[config.mk]
export PLATFORM = sky130hd
export DESIGN_NAME = teclado_emulador
export DESIGN_NICKNAME = d
export VERILOG_FILES = /design/src/rtl/teclado_pkg.sv /design/src/rtl/teclado_emulador_lfsr8.sv /design/src/rtl/teclado_emulador.sv
export SDC_FILE = /design/constraint.sdc
export NUM_CORES = 1
export LEC_CHECK = 0
export CAP_MARGIN = 20
export CORE_UTILIZATION = 53
export CTS_BUF_LIST = sky130_fd_sc_hd__clkbuf_16
export DETAILED_ROUTE_END_ITERATION = 8
export DONT_BUFFER_PORTS = 1
export PLACE_DENSITY = 0.68
export SYNTH_ARGS = -nofsm -noshare
export SYNTH_HDL_FRONTEND = slang
export SYNTH_HIERARCHICAL = 1
export SYNTH_SLANG_ARGS = --single-unit
export TNS_END_PERCENT = 30
[constraint.sdc]
create_clock -name clk -period 4.65 [get_ports clk]
set_clock_uncertainty 0.2 [all_clocks]
set_input_delay 0.93 -clock clk [delete_from_list [all_inputs] [get_ports clk]]
set_output_delay 0.93 -clock clk [all_outputs]
set_load 0.02 [all_outputs]
[src/rtl/teclado_pkg.sv]
// Shared types, constants and helpers for the keypad emulator.
package teclado_pkg;

    typedef enum logic [2:0] {
        ST_IDLE,
        ST_B_PRESS,
        ST_HOLD,
        ST_B_REL,
        ST_GAP
    } teclado_emu_st_t;

    localparam logic [3:0] FIL_IDLE  = 4'b1111;
    localparam logic [7:0] LFSR_SEED = 8'hA5;

    // Hex key code to {row, col} position on the 4x4 matrix.
    function automatic logic [3:0] tecla_a_rc(input logic [3:0] code);
        logic [3:0] rc;
        case (code)
            4'h1:    rc = {2'd0, 2'd0};
            4'h2:    rc = {2'd0, 2'd1};
            4'h3:    rc = {2'd0, 2'd2};
            4'hA:    rc = {2'd0, 2'd3};
            4'h4:    rc = {2'd1, 2'd0};
            4'h5:    rc = {2'd1, 2'd1};
            4'h6:    rc = {2'd1, 2'd2};
            4'hB:    rc = {2'd1, 2'd3};
            4'h7:    rc = {2'd2, 2'd0};
            4'h8:    rc = {2'd2, 2'd1};
            4'h9:    rc = {2'd2, 2'd2};
            4'hC:    rc = {2'd2, 2'd3};
            4'hE:    rc = {2'd3, 2'd0};
            4'h0:    rc = {2'd3, 2'd1};
            4'hF:    rc = {2'd3, 2'd2};
            default: rc = {2'd3, 2'd3}; // 4'hD
        endcase
        return rc;
    endfunction

    // One Fibonacci step of x^8+x^6+x^5+x^4+1, shifting toward the MSB.
    function automatic logic [7:0] lfsr_paso(input logic [7:0] s);
        return {s[6:0], s[7] ^ s[5] ^ s[4] ^ s[3]};
    endfunction

endpackage

[src/rtl/teclado_emulador_lfsr8.sv]
// 8-bit bounce-pattern generator; advances only while enabled.
module lfsr8
    import teclado_pkg::*;
(
    input  logic       clk,
    input  logic       rst,
    input  logic       en,
    output logic [7:0] q
);

    logic [7:0] lfsr_q;

    // Restart from the fixed seed so the chatter pattern is reproducible.
    always_ff @(posedge clk) begin
        if (rst) begin
            lfsr_q <= LFSR_SEED;
        end else if (en) begin
            lfsr_q <= lfsr_paso(lfsr_q);
        end
    end

    assign q = lfsr_q;

endmodule

[src/rtl/teclado_emulador.sv]
// Row side of a 4x4 keypad: presses a requested key with contact bounce.
module teclado_emulador
    import teclado_pkg::*;
#(
    parameter int unsigned BOUNCE_CYC = 16,
    parameter int unsigned GAP_CYC    = 16,
    parameter int unsigned CNT_W      = 16
) (
    input  logic             clk,
    input  logic             rst,
    input  logic [3:0]       col,
    output logic [3:0]       fil,
    input  logic             req_valid,
    output logic             req_ready,
    input  logic [3:0]       tecla,
    input  logic [CNT_W-1:0] hold_cyc,
    output logic             busy,
    output logic             done
);

    // Counter reload values are "duration - 1"; zero durations collapse to one cycle.
    localparam int unsigned      B_M1       = (BOUNCE_CYC > 0) ? BOUNCE_CYC - 1 : 0;
    localparam int unsigned      G_M1       = (GAP_CYC > 0) ? GAP_CYC - 1 : 0;
    localparam logic [CNT_W-1:0] B_LOAD     = CNT_W'(B_M1);
    localparam logic [CNT_W-1:0] G_LOAD     = CNT_W'(G_M1);
    localparam bit               HAS_BOUNCE = (BOUNCE_CYC != 0);

    teclado_emu_st_t  state_q, state_d;
    logic [CNT_W-1:0] cnt_q, cnt_d;
    logic [CNT_W-1:0] hold_ld_q, hold_ld_in;
    logic [1:0]       row_q, colsel_q;
    logic             contact_q, contact_d;
    logic             done_q, done_d;
    logic [7:0]       lfsr_q, lfsr_nx;
    logic             lfsr_en;
    logic             accept;
    logic [3:0]       rc_in;

    assign rc_in      = tecla_a_rc(tecla);
    assign hold_ld_in = (hold_cyc == '0) ? '0 : hold_cyc - CNT_W'(1);
    assign accept     = (state_q == ST_IDLE) && req_valid;
    assign lfsr_en    = (state_q == ST_B_PRESS) || (state_q == ST_B_REL);

    lfsr8 u_lfsr (
        .clk (clk),
        .rst (rst),
        .en  (lfsr_en),
        .q   (lfsr_q)
    );

    // Value the LFSR will hold next cycle, so contact can be registered in step with it.
    assign lfsr_nx = lfsr_en ? lfsr_paso(lfsr_q) : lfsr_q;

    // State, counter, contact flag and the key latched at acceptance.
    always_ff @(posedge clk) begin
        if (rst) begin
            state_q   <= ST_IDLE;
            cnt_q     <= '0;
            contact_q <= 1'b0;
            done_q    <= 1'b0;
            hold_ld_q <= '0;
            row_q     <= 2'd0;
            colsel_q  <= 2'd0;
        end else begin
            state_q   <= state_d;
            cnt_q     <= cnt_d;
            contact_q <= contact_d;
            done_q    <= done_d;
            if (accept) begin
                hold_ld_q <= hold_ld_in;
                row_q     <= rc_in[3:2];
                colsel_q  <= rc_in[1:0];
            end
        end
    end

    // Sequence IDLE -> bounce -> hold -> bounce -> gap; counter reloads on every entry.
    always_comb begin
        state_d = state_q;
        cnt_d   = cnt_q;
        case (state_q)
            ST_IDLE: begin
                if (accept) begin
                    if (HAS_BOUNCE) begin
                        state_d = ST_B_PRESS;
                        cnt_d   = B_LOAD;
                    end else begin
                        state_d = ST_HOLD;
                        cnt_d   = hold_ld_in;
                    end
                end
            end
            ST_B_PRESS: begin
                if (cnt_q == '0) begin
                    state_d = ST_HOLD;
                    cnt_d   = hold_ld_q;
                end else begin
                    cnt_d = cnt_q - CNT_W'(1);
                end
            end
            ST_HOLD: begin
                if (cnt_q == '0) begin
                    state_d = HAS_BOUNCE ? ST_B_REL : ST_GAP;
                    cnt_d   = HAS_BOUNCE ? B_LOAD : G_LOAD;
                end else begin
                    cnt_d = cnt_q - CNT_W'(1);
                end
            end
            ST_B_REL: begin
                if (cnt_q == '0) begin
                    state_d = ST_GAP;
                    cnt_d   = G_LOAD;
                end else begin
                    cnt_d = cnt_q - CNT_W'(1);
                end
            end
            ST_GAP: begin
                if (cnt_q == '0) begin
                    state_d = ST_IDLE;
                    cnt_d   = '0;
                end else begin
                    cnt_d = cnt_q - CNT_W'(1);
                end
            end
            default: begin
                state_d = ST_IDLE;
                cnt_d   = '0;
            end
        endcase
    end

    // Contact follows the upcoming state; the row line is a zero-latency AND with the column.
    always_comb begin
        case (state_d)
            ST_B_PRESS, ST_B_REL: contact_d = lfsr_nx[0];
            ST_HOLD:              contact_d = 1'b1;
            default:              contact_d = 1'b0;
        endcase
        done_d          = (state_q == ST_GAP) && (cnt_q == '0);
        fil             = FIL_IDLE;
        fil[row_q]      = ~(contact_q & ~col[colsel_q]);
        req_ready       = (state_q == ST_IDLE);
        busy            = (state_q != ST_IDLE);
    end

    assign done = done_q;

endmodule
==> metrics <==
status finished clean; crit start category input port; Hold Path Origin hold_ld_q[4]; drt first-iter violations 179; Cell Area, Synth 2780 sq um; Max stage delay on crit path 0.45 ns; worst hold path type reg -> reg; cell count after placement 392; share of synthesized flip-flops with an asynchronous set or reset 0%; number of enable flip-flop cells after synthesis 0; number of I/O port buffers 0; Syn Area/Cell 8.07 sq um; Maximum Capacitance Violations 0; area delta synth->final 5.05%; post-CTS setup buffer count 0; Comb power frac 44.8%; Fin Hold WS approximately 0.25 ns; worst hold path depth 2; overall overflow remaining after global route 0; net count of the finished layout 362; Syn Nets 374; Skew-Pair Late Insertion Delay roughly 0.29 ns; sort of element at the end of the critical path primary output; H-tree Lvls 2; area of the core 4880 sq um; number of warnings printed during yosys synthesis 6; initial antenna violation count 0; die boundary width 74.4 microns; hold-fix buffers at CTS 0; most common library cell in the layout ignoring fill and taps sky130_fd_sc_hd__dfxtp_1; Yosys cell types between 50 and 60; clock network power share 19.3%; Slowest-stage cell, CP sky130_fd_sc_hd__mux4_2; Via-to-Cell Ratio 5.80; arrival time at the worst endpoint 1.94 ns; post-CTS resize count 0; Pwr per Cell Area 640 nW/um^2; Clock Tree Root sky130_fd_sc_hd__clkbuf_16; TritonCTS clock tree done; placer's final routability congestion estimate 0.818; internal power 0.00107 W; Worst Reg-to-Reg Cells 6; sequential share of power around 36%; area enclosed by the die boundary 5530 sq um; r2r endpoint hold_ld_q[13]; vias in the first global route 2157; final routed wirelength across all metal layers between 5 and 6 mm; initial standard-cell utilization of the core 56.9%; number of standard cells in the final layout excluding fillers 400; n_diodes 0; sink of the worst hold path hold_ld_q[4]; io pins 34; worst reg2reg path startpoint state_q[2]; routed via count 2319; total of endpoints with negative setup slack in the final report 0; Post-synth top flop sky130_fd_sc_hd__dfxtp_1; synthesized flop and latch total 49; RSZ-0062 raised after global routing no; Max Buffers Root-to-Sink 2; cell mode on critical path sky130_fd_sc_hd__nor2b_1; smallest setup slack after layout 1.58 ns; register-to-register setup slack roughly 1.9 ns; share of cells above drive strength 1 9.31%; met3 WL post-DR 226 microns; Switching Fraction 42.4%; power spent charging and discharging nets 0.000792 W; total routing usage reported by global routing 22.7%; critical path type in -> out; Worst-Margin Slew 1.04 ns; Met2 Wirelength 2.45 mm; clock-pin slew of the registers on the worst-case setup and hold paths 0.07 ns; antenna-violating nets left 0; sequential fraction of the synthesis area 35.3%; total DRC errors in the routed layout 0; FMAX between 300 and 400 MHz; HPWL Detailed 4.11 mm; Placed Instance Area 2770 sq um; area of all placed cells without fillers 2920 sq um; max-slew violations 0; leakage dissipation between 1 and 1.5 nW; pre-CTS setup slack 1.37 ns; ratio of final minimum period to clock period 65.9%; final total negative setup slack 0 ns; commonest non-fill, non-tap cells in the layout 49 x sky130_fd_sc_hd__dfxtp_1, 45 x sky130_fd_sc_hd__nand2_1, 38 x sky130_fd_sc_hd__nor2_1, 20 x sky130_fd_sc_hd__xnor2_1, 19 x sky130_fd_sc_hd__nor3_1; clock tree sinks 49; Max-slew headroom a little under a third; maximum fanout along the worst path 3; average routed wire per standard cell between 10 and 15 microns; instance count of the mapped netlist about 340; count of standard-cell rows 25; uppermost layer routed met4; shortest clock period the worst path allows after layout 3.07 ns; Die Y between 70 and 80 microns; largest net degree at the start of global routing 33; count of TritonRoute iterations in the first routing pass 4; worst endpoint required time roughly 3.5 ns; global-route wire length before repair 9.61 mm; detailed-routing wirelength on met1 2.92 mm; Worst IR Drop VDD 0.249 mV; Hold Violations, Final 0; crit-path cells mux4_2 -> nor2b_1 -> nor2b_1 -> nand2b_1; Inserted Clock Buffers 5
-- critical path: cells and delay by family --
kind          cells  cell delay, ns
simple gates      3            0.55
mux               1            0.45
-- state kept, by name (all words and copies together), names as in the netlist --
name / count
cnt_q: 16
row_q: 2
colsel_q: 2
hold_ld_q: 16
done: 1
u_lfsr/q: 8
contact_q: 1
state_q: 3
-- metal layers --
metal  global-route usage (%)  up-vias
met1                     31.6     1065
li1                         -     1197
met3                     4.88        7
met2                     34.9       50
met4                     7.13        0
met5                        0        -
-- power groups by stage --
stage          sequential (W)  clock (W)  combinational, W
2_1_floorplan        0.000633          0          0.000736
3_3_place_gp         0.000673          0          0.000823
3_5_place_dp         0.000675          0          0.000831
4_1_cts              0.000668   0.000371          0.000836
5_1_grt              0.000689   0.000387          0.000947
6_report             0.000671   0.000359          0.000836
-- how the worst max path moves through the flow --
stage	startpoint	endpoint	slack [ns]
6_report	col[3]	fil[0]	1.58
5_1_grt	col[3]	fil[0]	1.47
4_1_cts	col[3]	fil[0]	1.57
3_5_place_dp	hold_cyc[6]	hold_ld_q[3]	1.37
3_3_place_gp	hold_cyc[6]	hold_ld_q[3]	1.37
2_1_floorplan	col[3]	fil[0]	1.66
-- synthesized netlist by cell type, types with 2 or more instances --
| cell type | n | area [sq um] |
|---|---|---|
| sky130_fd_sc_hd__o211ai_1 | 4 | 30.0 |
| sky130_fd_sc_hd__or2_2 | 2 | 12.5 |
| sky130_fd_sc_hd__a22oi_1 | 7 | 52.6 |
| sky130_fd_sc_hd__nand2b_1 | 6 | 37.5 |
| sky130_fd_sc_hd__o21ai_2 | 11 | 96.3 |
| sky130_fd_sc_hd__o22ai_1 | 3 | 18.8 |
| sky130_fd_sc_hd__o311ai_0 | 3 | 26.3 |
| sky130_fd_sc_hd__dfxtp_1 | 49 | 981 |
| sky130_fd_sc_hd__clkbuf_1 | 13 | 48.8 |
| sky130_fd_sc_hd__nand2_1 | 45 | 169 |
| sky130_fd_sc_hd__a211oi_1 | 2 | 15.0 |
| sky130_fd_sc_hd__buf_2 | 3 | 15.0 |
| sky130_fd_sc_hd__inv_1 | 9 | 33.8 |
| sky130_fd_sc_hd__nand3_1 | 9 | 45.0 |
| sky130_fd_sc_hd__nor2b_1 | 6 | 37.5 |
| sky130_fd_sc_hd__a21oi_1 | 16 | 80.1 |
| sky130_fd_sc_hd__or4_4 | 2 | 22.5 |
| sky130_fd_sc_hd__xnor2_1 | 20 | 175 |
| sky130_fd_sc_hd__nor3_1 | 19 | 95.1 |
| sky130_fd_sc_hd__o31ai_1 | 2 | 15.0 |
| sky130_fd_sc_hd__a21o_1 | 2 | 15.0 |
| sky130_fd_sc_hd__xor2_1 | 6 | 52.6 |
| sky130_fd_sc_hd__and2_1 | 2 | 12.5 |
| sky130_fd_sc_hd__o21ai_0 | 12 | 60.1 |
| sky130_fd_sc_hd__nand3b_1 | 4 | 30.0 |
| sky130_fd_sc_hd__nor2_1 | 38 | 143 |
| sky130_fd_sc_hd__mux2i_1 | 7 | 70.1 |
| sky130_fd_sc_hd__a311oi_1 | 3 | 26.3 |
| sky130_fd_sc_hd__nor3b_2 | 2 | 25.0 |
| sky130_fd_sc_hd__buf_6 | 2 | 22.5 |
| sky130_fd_sc_hd__a2111oi_1 | 2 | 20.0 |
| sky130_fd_sc_hd__nor4_1 | 7 | 43.8 |
| sky130_fd_sc_hd__o21ai_1 | 3 | 15.0 |
| sky130_fd_sc_hd__ha_1 | 3 | 37.5 |
-- final cells by class --
type / count / area, sq um
Tap cell: 67 / 83.8
Inverter: 9 / 33.8
Fill cell: 462 / 1960
Clock inverter: 3 / 21.3
Sequential cell: 49 / 981
Multi-Input combinational cell: 267 / 1670
Clock buffer: 5 / 125
-- per-stage QoR --
stage / power, W / util [%]
after global placement: 0.00150 / 56.8
after floorplan: 0.00137 / -
after global routing: 0.00202 / 59.8
after CTS: 0.00187 / 59.8
final: 0.00187 / 59.8
after detailed placement: 0.00151 / 56.8
-- cell families after synthesis --
group	synth area share, %
adders and majority gates	1.35
and+or+nand+nor	27.7
xor gates and xnor gates	8.20
DFF	35.3
buffers and inverters	4.46
muxes	3.33
AOI/OAI and AO/OA	19.7
No activity file was read; power rests on OpenSTA's default activity.
